<file path="src/rtl/cordic_arbiter.sv">
// rtl/cordic_arbiter.sv - packet round-robin arbiter sharing one CORDIC core, in-order result routing
// Optional per-requester packet counters on perf_pkts when CORDIC_ARB_PERF_EN is defined.
module cordic_arbiter #(
    parameter int NUM_REQ  = 4,
    parameter int IN_W     = 32,
    parameter int OUT_W    = 16,
    parameter int ID_DEPTH = 32
) (
    input  logic                           clk,
    input  logic                           reset_n,
    input  logic [NUM_REQ*IN_W-1:0]        req_tdata,
    input  logic [NUM_REQ-1:0]             req_tvalid,
    input  logic [NUM_REQ-1:0]             req_tlast,
    output logic [NUM_REQ-1:0]             req_tready,
    output logic [IN_W-1:0]                cor_tdata,
    output logic                           cor_tvalid,
    output logic                           cor_tlast,
    input  logic                           cor_tready,
    input  logic [OUT_W-1:0]               cor_dout_tdata,
    input  logic                           cor_dout_tvalid,
    input  logic                           cor_dout_tlast,
    output logic                           cor_dout_tready,
    output logic [NUM_REQ*OUT_W-1:0]       rsp_tdata,
    output logic [NUM_REQ-1:0]             rsp_tvalid,
    output logic [NUM_REQ-1:0]             rsp_tlast,
    input  logic [NUM_REQ-1:0]             rsp_tready,
    output logic [$clog2(ID_DEPTH):0]      inflight,
    output logic                           err_no_id
`ifdef CORDIC_ARB_PERF_EN
    ,
    output logic [NUM_REQ*16-1:0]          perf_pkts
`endif
);

    localparam int IDW = (NUM_REQ > 1) ? $clog2(NUM_REQ) : 1;
    localparam int AW  = $clog2(ID_DEPTH);
    localparam int CW  = AW + 1;

    typedef enum logic {IDLE, LOCK} state_t;

    state_t         state;
    logic [IDW-1:0] gnt;
    logic [IDW-1:0] ptr;
    logic [IDW-1:0] pick;
    logic [IDW-1:0] cand;
    logic           any_valid;

    logic [IDW-1:0] id_mem [ID_DEPTH];
    logic [AW-1:0]  wr_ptr;
    logic [AW-1:0]  rd_ptr;
    logic [CW-1:0]  count;
    logic           full;
    logic           empty;
    logic           push;
    logic           pop;
    logic [IDW-1:0] head;

    // Scan from farthest to nearest so the nearest valid index after ptr wins.
    always_comb begin
        pick      = ptr;
        cand      = ptr;
        any_valid = 1'b0;
        for (int k = NUM_REQ; k >= 1; k--) begin
            cand = IDW'((int'(ptr) + k) % NUM_REQ);
            if (req_tvalid[cand]) begin
                pick      = cand;
                any_valid = 1'b1;
            end
        end
    end

    assign full  = (count == CW'(ID_DEPTH));
    assign empty = (count == '0);
    assign head  = id_mem[rd_ptr];
    assign push  = cor_tvalid & cor_tready;
    assign pop   = cor_dout_tvalid & cor_dout_tready;

    always_comb begin
        cor_tdata  = req_tdata[gnt*IN_W +: IN_W];
        cor_tlast  = req_tlast[gnt];
        cor_tvalid = (state == LOCK) & req_tvalid[gnt] & ~full;
        req_tready = '0;
        if (state == LOCK) begin
            req_tready[gnt] = cor_tready & ~full;
        end
    end

    always_comb begin
        rsp_tvalid = '0;
        if (!empty) begin
            rsp_tvalid[head] = cor_dout_tvalid;
        end
        cor_dout_tready = ~empty & rsp_tready[head];
    end

    assign rsp_tdata = {NUM_REQ{cor_dout_tdata}};
    assign rsp_tlast = {NUM_REQ{cor_dout_tlast}};
    assign inflight  = count;

    always_ff @(posedge clk or negedge reset_n) begin
        if (!reset_n) begin
            state <= IDLE;
            gnt   <= '0;
            ptr   <= IDW'(NUM_REQ - 1);
        end else begin
            case (state)
                IDLE: begin
                    if (any_valid) begin
                        gnt   <= pick;
                        state <= LOCK;
                    end
                end
                LOCK: begin
                    if (push && cor_tlast) begin
                        ptr   <= gnt;
                        state <= IDLE;
                    end
                end
                default: state <= IDLE;
            endcase
        end
    end

    // Full blocks push through cor_tvalid, so a same-cycle pop never frees a slot early.
    always_ff @(posedge clk or negedge reset_n) begin
        if (!reset_n) begin
            wr_ptr    <= '0;
            rd_ptr    <= '0;
            count     <= '0;
            err_no_id <= 1'b0;
        end else begin
            if (push) wr_ptr <= wr_ptr + 1'b1;
            if (pop)  rd_ptr <= rd_ptr + 1'b1;
            if (push && !pop) begin
                count <= count + 1'b1;
            end else if (!push && pop) begin
                count <= count - 1'b1;
            end
            if (cor_dout_tvalid && empty) err_no_id <= 1'b1;
        end
    end

    always_ff @(posedge clk) begin
        if (push) id_mem[wr_ptr] <= gnt;
    end

`ifdef CORDIC_ARB_PERF_EN
    logic [15:0] perf_cnt [NUM_REQ];

    always_ff @(posedge clk or negedge reset_n) begin
        if (!reset_n) begin
            for (int i = 0; i < NUM_REQ; i++) perf_cnt[i] <= '0;
        end else if (push && cor_tlast && perf_cnt[gnt] != 16'hFFFF) begin
            perf_cnt[gnt] <= perf_cnt[gnt] + 16'd1;
        end
    end

    for (genvar i = 0; i < NUM_REQ; i++) begin : g_perf
        assign perf_pkts[i*16 +: 16] = perf_cnt[i];
    end
`endif

endmodule

</file>
<file path="config.mk">
export PLATFORM = sky130hd
export DESIGN_NAME = cordic_arbiter
export DESIGN_NICKNAME = d
export VERILOG_FILES = /design/src/rtl/cordic_arbiter.sv
export SDC_FILE = /design/constraint.sdc
export NUM_CORES = 1
export LEC_CHECK = 0
export BUFFER_PORTS_ARGS = -buffer_cell sky130_fd_sc_hd__buf_4
export CAP_MARGIN = 20
export CORE_UTILIZATION = 46
export DETAILED_ROUTE_END_ITERATION = 6
export PLACE_DENSITY = 0.84
export SYNTH_ARGS = -nofsm -noshare
export SYNTH_HDL_FRONTEND = slang
export SYNTH_SLANG_ARGS = --single-unit
</file>
<file path="constraint.sdc">
create_clock -name clk -period 5.1 [get_ports clk]
set_input_delay 0.255 -clock clk [delete_from_list [all_inputs] [get_ports clk]]
set_output_delay 0.255 -clock clk [all_outputs]
set_load 0.01 [all_outputs]
</file>
==> metrics.md, run 1 <==
| Metric | Value |
|---|---|
| Status | `finished clean` |
| Worst-path fanout max | `18` |
| Total Routing Usage GR | `32.3%` |
| Remaining antenna violation count | `0` |
| Setup-failing EPs final | `0` |
| Synth top area cells | `edfxtp_1, mux4_2, buf_4, dfrtp_1, mux2i_1` |
| Layout Skew | `approximately 0.0063 ns` |
| Multi-input logic area | `approximately 0.0022 mm^2` |
| Root Driver | `clkbuf_16` |
| Worst EP arrival | `between 4 and 5 ns` |
| Flops & latches, synth | `86` |
| Tmin final | `4.52 ns` |
| Post-synth EDFFs | `64` |
| Die X | `about 110 um` |
| Fmax | `221 MHz` |
| Reg power frac | `29.8%` |
| First-pass GRT wire length | `around 26 mm` |
| Final hold viol count | `0` |
| Max_slew headroom | `between 30% and 40%` |
| Cts bufs inserted | `9` |
| Sw Ratio | `around 40%` |
| Power Internal | `roughly 2.3 mW` |
| Setup slack, reg-to-reg | `slightly below 0.6 ns` |
| CP startpoint kind | `register` |
| FILL cells | `~900` |
| P_sw | `approximately 1.5 mW` |
| Max-cap violation count | `0` |
| RSZ-0062 raised after global routing | `false` |
| Number of DRC violations after detailed routing | `0` |
| P&R area growth vs syn | `25.5%` |
| Clk sinks | `86` |
| H-tree depth | `3` |
| Yosys top cell by area | `edfxtp_1` |
| GR Overflow Total | `0` |
| Initial Util | `slightly below 50%` |
| Height of the die | `between 100 and 150 um` |
| Drt via density | `a little under 6` |
| Die ar. | `0.0120 mm^2` |
| P per Cell Area | `about 570 mW/mm^2` |
| CTS max path bufs | `2` |
| Core ar. | `around 0.011 mm^2` |
| Syn Inst Count | `roughly 420` |
| Vias in the first global route | `4002` |
| GPL Wtd Cong | `about 0.88` |
| Final WS setup | `about 0.58 ns` |
| Clock share of power | `approximately 17%` |
| Share of flip-flops with an asynchronous set or reset | `25.6%` |
| Antenna violations before repair | `4` |
| Clock Latency Late Sink | `about 0.34 ns` |
| Synthesized area per cell | `12.6 um^2` |
| Final WL | `19.1 mm` |
| Required @ worst endpoint | `roughly 5.3 ns` |
| DR iter-0 viols | `~360` |
| Crit path capture type | `register` |
| FF+latch area | `between 0.002 and 0.0025 mm^2` |
| Synthesized cell area | `0.00532 mm^2` |
| Post-Syn Nets | `around 600` |
| Buffers on Ports | `between 150 and 200` |
| Total number of yosys warnings | `0` |
| VDD IR max | `about 0.42 mV` |
| Final Max Slew Viols | `0` |
| Final nets | `approximately 710` |
| Setup TNS | `0 ns` |
| Synth top area share | `about 36%` |
| Min-delay worst type | `in -> reg` |
| Share of layout cells above drive strength 1 | `48.3%` |
| Critical setup path kind | `reg -> reg` |
| Main synth FF type | `edfxtp_1` |
| Via count | `between 4000 and 5000` |
| Worst slew pin tran | `between 0.9 and 1 ns` |
| Fin crit share | `88.7%` |
| GR Util met1 | `a little under two fifths` |
| Drt pass-1 iters | `5` |
| Seq/Total Area, Yosys | `between 40% and 50%` |
| Combinational power share | `between 50 and 60%` |
| CTS tree | `done` |
| Leak | `2.77 nW` |
| DP HPWL | `between 15 and 20 mm` |
| Std cell rows | `38` |
| Met3 usage | `17.0%` |
| Synth unique cells | `45` |
| Most Crowded Layer GR | `met2` |
| Place WS | `0.632 ns` |
| Avg WL per Cell | `27.7 um` |
| Clock transition at path regs | `about 0.070 ns` |
| GR met2 Demand/Resource | `49.6%` |
| Number of I/O pins | `approximately 280` |
| Largest net degree at the start of global routing | `72` |
==> per-layer routing <==
layer | vias to the layer above | share of wire [%]
li1 | 1734 | -
met1 | 2028 | 34
met2 | 276 | 48
met3 | 39 | 13
met4 | 0 | 4.3
met5 | - | 0
==> per-stage QoR <==
stage	instance area (um^2)	util (%)	cells	power (mW)	hold slack, ns
finish	6680	60.5	691	3.80	0.131
global route	6670	60.5	688	4.00	0.138
CTS	6670	60.4	687	3.79	0.127
detailed placement	6370	57.7	670	3.16	0.159
global placement	6370	57.7	670	3.09	0.155
floorplan	5320	-	424	2.44	-0.0406
==> critical path, stage by stage (launching register included) <==
cell and delay, ns:
dfrtp_1 0.66, buf_4 0.40, mux2i_1 0.26, nand4b_1 0.12, nand3_1 0.11, nor2_1 0.05, a221oi_2 0.41, mux2i_1 0.44
and2_4 0.24, inv_1 0.06, ha_1 0.23, inv_1 0.15, ha_1 0.25, a21o_1 0.18, a21oi_1 0.21, o21bai_1 0.09
a21oi_1 0.18, xnor2_1 0.14, nor2_1 0.06, xor2_1 0.14
==> synthesized netlist by cell type (4+ instances only) <==
| cell type | count |
|---|---|
| ha_1 | 10 |
| buf_4 | 70 |
| a22oi_1 | 5 |
| edfxtp_1 | 64 |
| inv_1 | 11 |
| nand2_1 | 21 |
| a21oi_1 | 8 |
| nand3_1 | 9 |
| mux4_2 | 40 |
| clkbuf_1 | 14 |
| dfrtp_1 | 20 |
| and3_1 | 5 |
| xnor2_1 | 9 |
| mux2i_1 | 26 |
| nor2_1 | 46 |
| o21ai_0 | 9 |
| nor3_1 | 5 |
| nor2b_1 | 5 |
| xor2_1 | 4 |
==> cells by family after synthesis <==
group | after synthesis | synth area share [%]
adders and majority gates | 11 | 2.73
buffers and inverters | 101 | 12.1
xor gates and xnor gates | 13 | 2.14
and+or+nand+nor | 110 | 9.76
AOI/OAI and AO/OA | 34 | 4.21
DFF | 86 | 46.5
muxes | 69 | 22.5
==> worst paths after layout <==
check                           startpoint           to  depth (start not counted)
min                        cor_dout_tvalid    err_no_id                          2
min in group asynchronous          reset_n    rd_ptr[2]                          2
max in group asynchronous          reset_n       ptr[0]                          2
min reg2reg                    inflight[5]  inflight[5]                          1
max                              rd_ptr[1]  inflight[5]                         19
max reg2reg                      rd_ptr[1]  inflight[5]                         19
==> power groups by stage <==
stage          Sequential [mW]  Combinational, mW  Clock [mW]
6_report                  1.13               2.03       0.634
5_1_grt                   1.15               2.19       0.664
4_1_cts                   1.13               2.03       0.639
3_5_place_dp              1.14               2.02           0
3_3_place_gp              1.13               1.95           0
2_1_floorplan             1.07               1.37           0
==> state kept, by name, summed over array words and instances (netlist names) <==
register / flops
inflight: 6
id_mem: 64
state: 1
wr_ptr: 5
gnt: 2
err_no_id: 1
ptr: 2
rd_ptr: 5
==> layout make-up <==
class	count	share of cell area (%)
Sequential cell	86	37.1
Inverter	11	0.618
Antenna cell	4	0.150
Multi-Input combinational cell	237	33.0
Timing Repair Buffer	197	22.2
Tap cell	140	2.62
Clock buffer	9	3.37
Clock inverter	7	0.956
==> layout by cell type (no fill, tap or decap), drive strengths merged, types with 3 or more instances in the layout <==
cell type,netlist,final
nand2,21,21
nand3,9,9
nor2b,5,5
a221oi,3,3
a22oi,5,5
mux2,3,3
mux2i,26,26
mux4,40,40
a21oi,8,8
nand2b,3,3
clkbuf,14,9
ha,10,10
nor3,5,5
buf,76,196
xnor2,9,9
o21ai,9,9
inv,11,17
dfrtp,20,20
nor2,46,46
diode,0,4
edfxtp,64,64
xor2,4,4
and2,4,4
and3,5,5
a21o,3,3
==> timing repair <==
item / in CTS / in global routing
buffers inserted: 0 / 0
hold endpoints to repair: 20 / 0
resized for setup: 0 / 0
hold buffers: 1 / 0
Power figures use the tool's default switching activity.
==> run 2, diff against run 1 <==
Settings changed: CORE_ASPECT_RATIO set to 0.5, TNS_END_PERCENT set to 10.
==> run 2 against run 1 <==
Net effect: first-iteration DRC count rose by 5.5%; worst setup slack worse by 0.063 ns; global-route usage shrank 5.0 points; total power grew 0.62%; clock-buffer cell count grew 3; highest routed layer is now met5; sequential power barely moved; cell area rose by 0.21%; critical path type unchanged.
==> metrics.md, run 2 (synthesis results as in run 1) <==
| Metric | Value |
|---|---|
| Number of DRC violations after detailed routing | `0 (unchanged)` |
| Slowest CP cell | `mux4_2 (was dfrtp_1)` |
| Antenna violations before repair | `1 (was 4)` |
| Fmax | `218 MHz (was 221 MHz)` |
| # Post-CTS Setup Buffers | `0 (unchanged)` |
| Crit path capture type | `register (unchanged)` |
| Die X | `154 um (was 110 um)` |
| VDD IR max | `0.235 mV (was 0.425 mV)` |
| Worst Hold Launch | `cor_dout_tvalid (unchanged)` |
| First-pass GRT wire length | `24.0 mm (was 25.9 mm)` |
| P per Cell Area | `571 mW/mm^2 (was 569 mW/mm^2)` |
| Height of the die | `78.1 um (was 110 um)` |
| Layout Skew | `0.00353 ns (was 0.00629 ns)` |
| Status | `finished clean (unchanged)` |
| Drt via density | `5.73 (was 5.90)` |
| Power Internal | `2.35 mW (was 2.29 mW)` |
| H-tree depth | `3 (unchanged)` |
| FILL cells | `834 (was 898)` |
| Via count | `3974 (was 4077)` |
| DP HPWL | `12.4 mm (was 15.7 mm)` |
| Hold path endpoint | `err_no_id (unchanged)` |
| Worst hold path cell count | `2 (unchanged)` |
| RSZ-0062 raised after global routing | `false (unchanged)` |
| Sw Ratio | `38.4% (was 39.7%)` |
| Worst-path fanout max | `12 (was 18)` |
| Post-route non-filler standard cell count | `693 (was 691)` |
| Setup-failing EPs final | `0 (unchanged)` |
| Drt pass-1 iters | `5 (unchanged)` |
| FF+latch area | `0.00248 mm^2 (about the same)` |
| Top reg by flops | `id_mem (unchanged)` |
| Max FFs per register | `64 (unchanged)` |
| Clock transition at path regs | `0.06 ns (was 0.07 ns)` |
| P_sw | `1.47 mW (was 1.51 mW)` |
| Combinational power share | `54.2% (was 53.5%)` |
| Final WL | `16.0 mm (was 19.1 mm)` |
| GPL Wtd Cong | `0.889 (was 0.883)` |
| Fin crit share | `89.9% (was 88.7%)` |
| Worst EP arrival | `4.79 ns (was 4.75 ns)` |
| Initial Util | `47.9% (was 48.2%)` |
| Most common cell after layout, fill and taps aside | `buf_4 (unchanged)` |
| Avg WL per Cell | `23.1 um (was 27.7 um)` |
| GR Overflow Total | `0 (unchanged)` |
| Slowest stage delay, CP | `0.53 ns (was 0.66 ns)` |
| Clock Latency Late Sink | `0.33 ns (was 0.34 ns)` |
| Worst Path Buf+Inv | `3 (unchanged)` |
| Max_slew headroom | `34.8% (was 34.3%)` |
| Clock share of power | `16.8% (was 16.7%)` |
| Setup slack, reg-to-reg | `0.52 ns (was 0.58 ns)` |
| Core ar. | `0.0111 mm^2 (was 0.0110 mm^2)` |
| Largest net degree at the start of global routing | `72 (unchanged)` |
| Remaining antenna violation count | `0 (unchanged)` |
| Die ar. | `0.0120 mm^2 (about the same)` |
| Share of layout cells above drive strength 1 | `47.8% (was 48.3%)` |
| Number of I/O pins | `279 (unchanged)` |
| Clk sinks | `86 (unchanged)` |
| Min-delay worst type | `in -> reg (unchanged)` |
| Cts bufs inserted | `9 (unchanged)` |
| Max-cap violation count | `0 (unchanged)` |
| Std cell rows | `27 (was 38)` |
| Leak | `2.77 nW (about the same)` |
| CP startpoint kind | `register (unchanged)` |
| Final Max Slew Viols | `0 (unchanged)` |
| Root Driver | `clkbuf_16 (unchanged)` |
| Worst slew pin tran | `0.977 ns (was 0.986 ns)` |
| RR Endpoint | `inflight[5] (unchanged)` |
| Setup TNS | `0 ns (unchanged)` |
| CP Cell Sequence | `buf_4 > mux4_2 > mux2i_1 > nand2_1 > a221oi_2 > mux2i_1 > and2_4 > inv_1 > ha_1 > inv_1 > ha_1 > a21o_1 > a21oi_1 > o21bai_1 > a21oi_1 > xnor2_1 > nor2_1 > xor2_1 (was buf_4 > mux2i_1 > nand4b_1 > nand3_1 > nor2_1 > a221oi_2 > mux2i_1 > and2_4 > inv_1 > ha_1 > inv_1 > ha_1 > a21o_1 > a21oi_1 > o21bai_1 > a21oi_1 > xnor2_1 > nor2_1 > xor2_1)` |
| Reg power frac | `29.1% (was 29.8%)` |
| Critical R2R Launch | `rd_ptr[1] (unchanged)` |
| Hold buffer count at CTS | `1 (unchanged)` |
| Total Routing Usage GR | `27.3% (was 32.3%)` |
| Required @ worst endpoint | `5.31 ns (was 5.33 ns)` |
| DR iter-0 viols | `381 (was 361)` |
| CTS tree | `done (unchanged)` |
| Critical setup path kind | `reg -> reg (unchanged)` |
| Final hold viol count | `0 (unchanged)` |
| Post-cts resize count | `0 (unchanged)` |
| Placed cells | `676 (was 670)` |
| Most frequent cells in the layout | `buf_4, edfxtp_1, nor2_1, mux4_2, mux2i_1 (unchanged)` |
| Vias in the first global route | `4132 (was 4002)` |
| Tmin final | `4.58 ns (was 4.52 ns)` |
| Top delay family on crit path | `compound AO/OA/AOI/OAI gates (unchanged)` |
| Ant diodes | `0 (was 4)` |
| R2r worst-path depth | `18 (was 19)` |
| Final nets | `715 (was 714)` |
| Buffers on Ports | `193 (unchanged)` |
| Multi-input logic area | `0.00220 mm^2 (unchanged)` |
| CTS max path bufs | `2 (unchanged)` |
| P&R area growth vs syn | `25.7% (was 25.5%)` |
==> run 2: cell types whose count changed in the layout (fill, tap and decap cells not counted) <==
cell	delta
diode_2	-4
inv_6	-3
clkbuf_8	+2
clkinv_1	+2
inv_8	-2
buf_4	+1
bufinv_16	+1
clkbuf_1	+1
clkinv_4	-1
clkinvlp_4	+1
dfrtp_2	+1
dfrtp_4	-1
inv_4	-1
==> run 2: final cells by class <==
type	instances	area share, %
sequential	86	37.0
multi-input combinational	237	32.9
timing repair buffer	198	22.3
clock buffer	12	3.83
tap	145	2.71
clock inverter	4	0.673
inverter	11	0.617
==> run 2: layer usage <==
layer	part of all wire, %	vias to the layer above	GRT usage (%)	routed length (um)
li1	-	1731	-	-
met1	39	1950	35.2	6180
met2	44	254	40.1	7080
met3	15	37	13.9	2390
met4	2.3	2	8.60	362
met5	0.081	-	0	13
==> run 2: power by group through the flow <==
stage          sequential, mW  combinational (mW)  clock [mW]
2_1_floorplan            1.07                1.37           0
3_3_place_gp             1.11                1.98           0
3_5_place_dp             1.12                2.04           0
4_1_cts                  1.11                2.06       0.648
5_1_grt                  1.13                2.24       0.677
6_report                 1.11                2.07       0.642
==> run 2: worst max-delay path by stage <==
stage               from     endpoint  slack [ns]  cells past startpoint
2_1_floorplan  rd_ptr[1]  inflight[5]        1.32                     18
3_3_place_gp   rd_ptr[1]  inflight[5]        0.82                     18
3_5_place_dp   rd_ptr[1]  inflight[5]        0.59                     18
4_1_cts        rd_ptr[1]  inflight[5]        0.57                     18
5_1_grt        rd_ptr[1]  inflight[5]        0.26                     18
6_report       rd_ptr[1]  inflight[5]        0.52                     18
==> run 2: stage by stage <==
| stage | power [mW] | utilization (%) | setup slack (ns) | area, um^2 | hold slack [ns] |
|---|---|---|---|---|---|
| after floorplan | 2.44 | - | 1.32 | 5320 | -0.0406 |
| after global placement | 3.09 | 57.4 | 0.822 | 6380 | 0.167 |
| after detailed placement | 3.16 | 57.4 | 0.586 | 6380 | 0.172 |
| after CTS | 3.82 | 60.2 | 0.574 | 6690 | 0.139 |
| after global routing | 4.04 | 60.2 | 0.258 | 6690 | 0.143 |
| final | 3.82 | 60.2 | 0.515 | 6690 | 0.144 |
==> run 2: worst register-to-register path, stage by stage (launching register included) <==
cell and delay (ns):
dfrtp_1 0.46, buf_4 0.29, mux4_2 0.53, mux2i_1 0.16, nand2_1 0.10, a221oi_2 0.51
mux2i_1 0.46, and2_4 0.25, inv_1 0.05, ha_1 0.22, inv_1 0.15, ha_1 0.25
a21o_1 0.18, a21oi_1 0.23, o21bai_1 0.09, a21oi_1 0.18, xnor2_1 0.14, nor2_1 0.07
xor2_1 0.15
